**src/rtl/id_ex_register_pkg.sv**
```systemverilog
// Shared control-bundle layout and ALU-op encodings for the ID/EX stage.
package id_ex_register_pkg;

    // Control bundle: {reg_write, mem_to_reg, mem_read, mem_write, alu_src, reg_dst, alu_op[1:0]}
    localparam int unsigned CTRL_W          = 8;
    localparam int unsigned CTRL_REG_WRITE  = 7;
    localparam int unsigned CTRL_MEM_TO_REG = 6;
    localparam int unsigned CTRL_MEM_READ   = 5;
    localparam int unsigned CTRL_MEM_WRITE  = 4;
    localparam int unsigned CTRL_ALU_SRC    = 3;
    localparam int unsigned CTRL_REG_DST    = 2;
    localparam int unsigned CTRL_ALU_OP     = 0;  // lsb of the 2-bit alu_op field
    localparam int unsigned CTRL_ALU_OP_W   = 2;

    typedef enum logic [CTRL_ALU_OP_W-1:0] {
        AluOpAdd   = 2'b00,
        AluOpSub   = 2'b01,
        AluOpFunct = 2'b10
    } alu_op_e;

    // A bubble carries no side effects: every control bit cleared.
    localparam logic [CTRL_W-1:0] CTRL_BUBBLE = 8'h00;

    function automatic logic ctrl_is_load(input logic [CTRL_W-1:0] ctrl);
        return ctrl[CTRL_MEM_READ];
    endfunction

endpackage

```
**src/rtl/hazard_detect_unit.sv**
```systemverilog
// Combinational load-use hazard detection between the EX-stage load and the ID instruction.
module hazard_detect_unit #(
    parameter int unsigned REG_ADDR_W = 5
) (
    input  logic                  ex_valid_i,
    input  logic                  ex_mem_read_i,
    input  logic [REG_ADDR_W-1:0] ex_rt_i,
    input  logic                  id_valid_i,
    input  logic [REG_ADDR_W-1:0] id_rs_i,
    input  logic [REG_ADDR_W-1:0] id_rt_i,
    input  logic                  id_uses_rt_i,
    input  logic                  flush_i,
    input  logic                  hold_i,
    output logic                  load_use_o,
    output logic                  stall_o
);

    logic rt_nonzero;
    logic rs_match;
    logic rt_match;

    // A load into $zero never produces a dependency.
    always_comb begin
        rt_nonzero = (ex_rt_i != '0);
        rs_match   = (ex_rt_i == id_rs_i);
        rt_match   = id_uses_rt_i && (ex_rt_i == id_rt_i);
        load_use_o = ex_valid_i && ex_mem_read_i && rt_nonzero && (rs_match || rt_match);
        // Flush kills the ID instruction and hold freezes the pipe, so neither needs a stall.
        stall_o    = id_valid_i && load_use_o && !flush_i && !hold_i;
    end

endmodule

```
**src/rtl/id_ex_register.sv**
```systemverilog
// ID/EX pipeline register with load-use stall generation and a saturating stall counter.
module id_ex_register
    import id_ex_register_pkg::*;
#(
    parameter int unsigned DATA_W     = 32,
    parameter int unsigned REG_ADDR_W = 5,
    parameter int unsigned CNT_W      = 16
) (
    input  logic                  clk,
    input  logic                  reset_n,
    input  logic                  flush,
    input  logic                  hold,
    input  logic                  id_valid,
    input  logic [DATA_W-1:0]     id_pc_plus4,
    input  logic [DATA_W-1:0]     id_rd_data1,
    input  logic [DATA_W-1:0]     id_rd_data2,
    input  logic [DATA_W-1:0]     id_imm_ext,
    input  logic [REG_ADDR_W-1:0] id_rs,
    input  logic [REG_ADDR_W-1:0] id_rt,
    input  logic [REG_ADDR_W-1:0] id_rd,
    input  logic                  id_uses_rt,
    input  logic [CTRL_W-1:0]     id_ctrl,
    output logic                  stall_out,
    output logic                  ex_valid,
    output logic [DATA_W-1:0]     ex_pc_plus4,
    output logic [DATA_W-1:0]     ex_rd_data1,
    output logic [DATA_W-1:0]     ex_rd_data2,
    output logic [DATA_W-1:0]     ex_imm_ext,
    output logic [REG_ADDR_W-1:0] ex_rs,
    output logic [REG_ADDR_W-1:0] ex_rt,
    output logic [REG_ADDR_W-1:0] ex_rd,
    output logic [CTRL_W-1:0]     ex_ctrl,
    output logic [CNT_W-1:0]      stall_count
);

    logic                  valid_q,  valid_d;
    logic [DATA_W-1:0]     pc_q,     pc_d;
    logic [DATA_W-1:0]     data1_q,  data1_d;
    logic [DATA_W-1:0]     data2_q,  data2_d;
    logic [DATA_W-1:0]     imm_q,    imm_d;
    logic [REG_ADDR_W-1:0] rs_q,     rs_d;
    logic [REG_ADDR_W-1:0] rt_q,     rt_d;
    logic [REG_ADDR_W-1:0] rd_q,     rd_d;
    logic [CTRL_W-1:0]     ctrl_q,   ctrl_d;
    logic [CNT_W-1:0]      cnt_q,    cnt_d;
    logic                  load_use;
    logic                  stall;

    hazard_detect_unit #(
        .REG_ADDR_W(REG_ADDR_W)
    ) u_hazard (
        .ex_valid_i   (valid_q),
        .ex_mem_read_i(ctrl_is_load(ctrl_q)),
        .ex_rt_i      (rt_q),
        .id_valid_i   (id_valid),
        .id_rs_i      (id_rs),
        .id_rt_i      (id_rt),
        .id_uses_rt_i (id_uses_rt),
        .flush_i      (flush),
        .hold_i       (hold),
        .load_use_o   (load_use),
        .stall_o      (stall)
    );

    // Next-state selection: flush > hold > stall bubble > normal capture.
    always_comb begin
        valid_d = valid_q;
        pc_d    = pc_q;
        data1_d = data1_q;
        data2_d = data2_q;
        imm_d   = imm_q;
        rs_d    = rs_q;
        rt_d    = rt_q;
        rd_d    = rd_q;
        ctrl_d  = ctrl_q;
        if (flush || (!hold && stall)) begin
            valid_d = 1'b0;
            pc_d    = '0;
            data1_d = '0;
            data2_d = '0;
            imm_d   = '0;
            rs_d    = '0;
            rt_d    = '0;
            rd_d    = '0;
            ctrl_d  = CTRL_BUBBLE;
        end else if (!hold) begin
            valid_d = id_valid;
            pc_d    = id_pc_plus4;
            data1_d = id_rd_data1;
            data2_d = id_rd_data2;
            imm_d   = id_imm_ext;
            rs_d    = id_rs;
            rt_d    = id_rt;
            rd_d    = id_rd;
            // An invalid ID slot must not carry side-effecting control into EX.
            ctrl_d  = id_valid ? id_ctrl : CTRL_BUBBLE;
        end
    end

    // Stall counter saturates at all-ones instead of wrapping.
    always_comb begin
        cnt_d = cnt_q;
        if (stall && (cnt_q != {CNT_W{1'b1}})) begin
            cnt_d = cnt_q + CNT_W'(1);
        end
    end

    // Pipeline and counter state with synchronous active-low reset.
    always_ff @(posedge clk) begin
        if (!reset_n) begin
            valid_q <= 1'b0;
            pc_q    <= '0;
            data1_q <= '0;
            data2_q <= '0;
            imm_q   <= '0;
            rs_q    <= '0;
            rt_q    <= '0;
            rd_q    <= '0;
            ctrl_q  <= '0;
            cnt_q   <= '0;
        end else begin
            valid_q <= valid_d;
            pc_q    <= pc_d;
            data1_q <= data1_d;
            data2_q <= data2_d;
            imm_q   <= imm_d;
            rs_q    <= rs_d;
            rt_q    <= rt_d;
            rd_q    <= rd_d;
            ctrl_q  <= ctrl_d;
            cnt_q   <= cnt_d;
        end
    end

    // load_use is exported by the hazard unit for future forwarding logic.
    logic unused_load_use;
    assign unused_load_use = load_use;

    assign stall_out   = stall;
    assign ex_valid    = valid_q;
    assign ex_pc_plus4 = pc_q;
    assign ex_rd_data1 = data1_q;
    assign ex_rd_data2 = data2_q;
    assign ex_imm_ext  = imm_q;
    assign ex_rs       = rs_q;
    assign ex_rt       = rt_q;
    assign ex_rd       = rd_q;
    assign ex_ctrl     = ctrl_q;
    assign stall_count = cnt_q;

endmodule

```
**config.mk**
```make
export PLATFORM = sky130hd
export DESIGN_NAME = id_ex_register
export DESIGN_NICKNAME = d
export VERILOG_FILES = /design/src/rtl/id_ex_register_pkg.sv /design/src/rtl/hazard_detect_unit.sv /design/src/rtl/id_ex_register.sv
export SDC_FILE = /design/constraint.sdc
export NUM_CORES = 1
export LEC_CHECK = 0
export CAP_MARGIN = 20
export CELL_PAD_IN_SITES_DETAIL_PLACEMENT = 0
export CELL_PAD_IN_SITES_GLOBAL_PLACEMENT = 1
export CORE_MARGIN = 3
export CORE_UTILIZATION = 32
export CTS_BUF_LIST = sky130_fd_sc_hd__clkbuf_4 sky130_fd_sc_hd__clkbuf_8
export DETAILED_ROUTE_END_ITERATION = 10
export PLACE_DENSITY = 0.92
export SLEW_MARGIN = 20
export SYNTH_ARGS = -nofsm -noshare
export SYNTH_HDL_FRONTEND = slang
export SYNTH_SLANG_ARGS = --single-unit
```
**constraint.sdc**
```tcl
create_clock -name clk -period 2.7 [get_ports clk]
set_input_delay 0.405 -clock clk [delete_from_list [all_inputs] [get_ports clk]]
set_output_delay 0.405 -clock clk [all_outputs]
set_load 0.1 [all_outputs]
```
# Word level (Yosys, flattened, before mapping)
# Index checks and enable logic that the tools add are counted.
[totals]
out_inout_bits = 169
ff_bits = 168
input_bits = 157
elab_cells = 31
[op_classes]
muxes = 1
reduce_logical = 15
n_eq_ne = 3
addsub = 1
n_bitwise = 1
[ops]
columns = ["operator", "n"]
rows = [
  ["$add 16x1->16 const B", 1],
  ["$ne 16x16->1 const B", 1],
  ["$eq 5x5->1", 2],
  ["$logic_and 1x1->1", 9],
  ["$mux 8", 1],
  ["$reduce_bool 5->1", 1],
  ["$logic_not 1->1", 2],
  ["$logic_or 1x1->1", 2],
  ["$reduce_or 2->1", 1],
  ["$not 1->1", 1],
]

# Logic depth before layout (Yosys ltp)
[depth]
word_depth = 10
ltp_mapped = 8
depth_no_buf = 6

# Hierarchy
# A second synthesis with hierarchy kept.
[hier_totals]
hier_cells = 613
hier_area_um2 = 6238.5
[by_module_without_submodules]
columns = ["mod", "seq_area_each_um2", "instances", "cells_each", "area_per_inst_um2"]
rows = [
  ["id_ex_register", 3363.2, 1, 592, 6087.1],
  ["hazard_detect_unit", 0.0, 1, 21, 151.4],
]

# Worst setup path after synthesis
# Ideal clock, no wire load.
[synth_path]
kind = "flip-flop to output port"
start = "register rt_q[2], in the netlist ex_rt[2]"
end = "output port stall_out"
path_buffers = 2
arrival_time_ns = 3.322
required_ns = 2.295
setup_slack_ns = -1.027
path_stages_with_launch = 7
path_cell_list = "dfxtp_1 xor2_1 nor4_2 a32oi_2 buf_2 clkbuf_1 nor2_1"
[synth_between]
elab_chain_cells = 7
elab_cells_between_ends = 10
cone_classes = "eq/ne: 2; reduce/logical: 8"
[synth_lines]
columns = ["element", "line", "source"]
rows = [
  ["start, declared", "id_ex_register.sv:42", "logic [REG_ADDR_W-1:0] rt_q, rt_d;"],
  ["start signal, assigned", "id_ex_register.sv:128", "rt_q <= rt_d;"],
  ["$eq 5x5->1", "hazard_detect_unit.sv:26", "rt_match = id_uses_rt_i && (ex_rt_i == id_rt_i);"],
  ["$logic_and 1x1->1", "hazard_detect_unit.sv:26", ""],
  ["$logic_or 1x1->1", "hazard_detect_unit.sv:27", "load_use_o = ex_valid_i && ex_mem_read_i && rt_nonzero && (rs_match || rt_match);"],
  ["$logic_and 1x1->1 *", "hazard_detect_unit.sv:27", ""],
  ["$logic_and 1x1->1 * (3 in a row)", "hazard_detect_unit.sv:29", "stall_o = id_valid_i && load_use_o && !flush_i && !hold_i;"],
  ["end, declared", "id_ex_register.sv:23", "output logic stall_out,"],
]
# Every way passes the cells marked *; elsewhere a longest branch is shown, timed or not.

# Final worst setup path
[layout_path]
start = "input port id_rt[2]"
end = "output port stall_out"
[layout_between]
elab_chain_cells = 7
[layout_lines]
columns = ["element", "line", "source"]
rows = [
  ["start, declared", "id_ex_register.sv:19", "input logic [REG_ADDR_W-1:0] id_rt,"],
  ["$eq 5x5->1", "hazard_detect_unit.sv:26", ""],
  ["$logic_and 1x1->1", "hazard_detect_unit.sv:26", ""],
  ["$logic_or 1x1->1", "hazard_detect_unit.sv:27", ""],
  ["$logic_and 1x1->1", "hazard_detect_unit.sv:27", ""],
  ["$logic_and 1x1->1 (3 in a row)", "hazard_detect_unit.sv:29", ""],
]
# Every way passes these cells.

==> run summary <==
Status - completed
Seq cells post-synth - 168
Setup Buffers After CTS - 0
Worst EP required - 2.30 ns
Cells after synthesis - 617
Worst Skew - 0.0143 ns
Setup CP Type - input pin to primary output
Fin crit share - 91.4%
Synth unique cells - 35
Max cap viols - 0
Avg Vias per Cell - 4.60
Synth top area share - 53.5%
Slew at the pin closest to its max-slew limit - 1.10 ns
Cell taking the most area after synthesis - dfxtp_1
Top_reg_cell synth - dfxtp_1
CTS Sinks - 168
Max Root-Sink Buffers - 2
Share of cells above drive strength 1 - 23.8%
N_diodes - 0
First-pass GRT wire length - 29.0 mm
Leakage power total - 4.40 nW
Worst-path clk slew - 0.09 ns
# setup viols final - 0
Startpoint types - input pin
Post-DP HPWL - 13.7 mm
Die area - 21400 µm²
Post-route ant nets - 0
Worst hold path type - input pin to flop
DRT iter0 DRCs - 233
Hold Crit Depth - 4
Syn avg cell area - 10.2 µm²
Vias in the first global route - 5346
Die X - 146 µm
PwrDens - 574 nW/µm²
Setup total negative slack - 0 ns
Combinational power share - 21.0%
P&R area growth vs syn - 57.2%
Reg-to-reg critical path startpoint - ex_rt[2]
PostCTS Resize Cnt - 0
Mapped cell area - 6280 µm²
Syn. warnings - 0
Placement Rows - 50
Part of the power in registers - 45.7%
H-Tree Depth - 4
Drt drc - 0
DR pass1 iterations - 4
WHS - 0.447 ns
Area after DPL - 9470 µm²
Tot GR Track Use - 16.8%
Worst hold start - hold
Wirelength, routed - 18.7 mm
Slew Viols, Final - 0
Largest net degree at the start of global routing - 153
Sw frac - 31.8%
Synth area leaders - dfxtp_1 54%, mux2i_1 23%, nor2_1 9.3%
Starting Density - 33.0%
IO Pins - 326
Routed vias - 5532
CP max FO - 33
Slew HR - 26.7%
Hold Vio Cnt, Final - 0
Layout fillers - 1795
Period minus WS final - 2.47 ns
Core ar. - 19000 µm²
Crit. End Element - primary output
FF+latch area - 3370 µm²
Multi-input logic area - 2750 µm²
IO buf count - 325
CTS root buffer - clkbuf_8
Hold EP - ex_valid
Routed WL per cell - 15.6 µm
Clk network pwr share - 33.3%
Die Ht - 146 µm
Fin cells - 1202
Unrepaired setup endpoints after global routing - no
Num CTS Buffers - 17
CTS tree - done
Antenna violations before repair - 0
Worst-skew pair later-pin latency - 0.45 ns
Cell count of the worst reg-to-reg path - 8
Hold buffer count at cts - 0
Post-route cell area - 9880 µm²
Internal cell power - 0.00387 W
Max rail drop VDD - 0.352 mV
Maximum clock frequency - 405 MHz
Gpl congestion - 0.780
Critical Path AT - 2.06 ns
Post-Syn Nets - 775
EDFF count, synth - 0
Ys async rst share - 0%
Fraction of the yosys area taken by sequential cells - 53.5%
Dpl cells - 1170
P_sw - 0.00181 W
Fin nets - 1087
R2r setup slk - 0.70 ns
Total grt overflow - 0
R2R Path End - ex_rd_data2[18]
==> power by group through the flow <==
stage | Sequential, W | Clock, W | Combinational (W)
after detailed placement | 0.00265 | 0 | 0.00120
final | 0.00259 | 0.00189 | 0.00119
after global placement | 0.00265 | 0 | 0.00119
after floorplan | 0.00316 | 0 | 0.000258
after global routing | 0.00260 | 0.00207 | 0.00125
after CTS | 0.00259 | 0.00196 | 0.00120
==> how the worst max path moves through the flow <==
stage / slack (ns) / startpoint / cells after the start / endpoint
floorplan: 0.08 / ex_rt[2] / 6 / stall_out
global placement: 0.22 / id_rs[0] / 9 / ex_imm_ext[20]
detailed placement: 0.21 / id_rt[2] / 9 / ex_rd_data2[18]
CTS: 0.23 / id_rt[2] / 7 / stall_out
global route: 0.12 / ex_rt[2] / 6 / stall_out
finish: 0.23 / id_rt[2] / 7 / stall_out
==> worst max-delay path: stages <==
cell	delay, ns
clkdlybuf4s50_1	0.43
xor2_1	0.18
nor4_2	0.30
a32oi_2	0.14
buf_4	0.26
nor2_4	0.16
buf_12	0.18
==> registers in the layout (all words and copies together), names as in the netlist <==
| name | count |
|---|---|
| ex_rs | 5 |
| ex_rd_data2 | 32 |
| ex_valid | 1 |
| ex_rt | 5 |
| ex_ctrl | 8 |
| stall_count | 16 |
| ex_rd | 5 |
| ex_rd_data1 | 32 |
| ex_pc_plus4 | 32 |
| ex_imm_ext | 32 |
==> layout make-up <==
| type | instances | area share (%) |
|---|---|---|
| sequential | 168 | 34.1 |
| multi-input combinational | 403 | 27.8 |
| inverter | 4 | 0.152 |
| timing repair buffer | 335 | 30.5 |
| clock buffer | 19 | 2.58 |
| clock inverter | 13 | 1.61 |
| tap | 260 | 3.29 |
==> cell usage after synthesis (7+ instances only) <==
cell	n
a21oi_1	15
a22oi_1	8
buf_2	11
clkbuf_1	27
dfxtp_1	168
mux2i_1	144
nand2_1	8
nand3_1	7
nor2_1	155
o31ai_1	10
or4_1	9
xor2_1	9
==> layout by cell type, fill, tap and decap left out, drive strengths merged <==
cell | synthesis | layout
buf | 15 | 179
dfxtp | 168 | 168
clkdlybuf4s50 | 0 | 155
nor2 | 155 | 155
mux2i | 144 | 144
clkbuf | 27 | 20
a21oi | 15 | 15
inv | 4 | 12
o31ai | 10 | 10
xor2 | 9 | 9
or4 | 9 | 9
nand2 | 9 | 9
a22oi | 8 | 8
nand3 | 7 | 7
nand4 | 6 | 6
o21ai | 6 | 6
and4 | 5 | 5
or3 | 5 | 5
nor3 | 2 | 2
and2 | 2 | 2
bufinv | 0 | 2
clkinvlp | 0 | 2
nor4 | 2 | 2
xnor2 | 1 | 1
a32oi | 1 | 1
nand4b | 1 | 1
a211oi | 1 | 1
nor2b | 1 | 1
nand2b | 1 | 1
and3 | 1 | 1
o211ai | 1 | 1
ha | 1 | 1
clkinv | 0 | 1
==> layer usage <==
layer  GRT usage (%)  vias to the layer above  part of all wire [%]
met5               0                        -                     0
met1            19.7                     2565                    41
met2            28.2                      210                    49
met3            5.93                       27                   7.8
li1                -                     2730                     -
met4            6.49                        0                   2.4
==> through the flow <==
| step | util, % | total power (W) | worst slack (ns) |
|---|---|---|---|
| finish | 51.9 | 0.00568 | 0.233 |
| global placement | 49.8 | 0.00384 | 0.222 |
| CTS | 51.9 | 0.00575 | 0.231 |
| floorplan | - | 0.00342 | 0.0753 |
| global route | 51.9 | 0.00592 | 0.124 |
| detailed placement | 49.8 | 0.00385 | 0.207 |
==> logic make-up (layout without fill, tap and decap cells) <==
kind of cell | Yosys count | count (layout) | synth area share (%)
AO/OA/AOI/OAI | 42 | 42 | 4.58
XOR/XNOR | 10 | 10 | 1.39
adder cells (fa/ha/maj) | 1 | 1 | 0.199
buffers and inverters | 46 | 371 | 3.03
flip-flops | 168 | 168 | 53.5
multiplexers | 144 | 144 | 22.9
AND/OR/NAND/NOR | 206 | 206 | 14.4
Note: power is estimated with default switching activity, not from simulation.
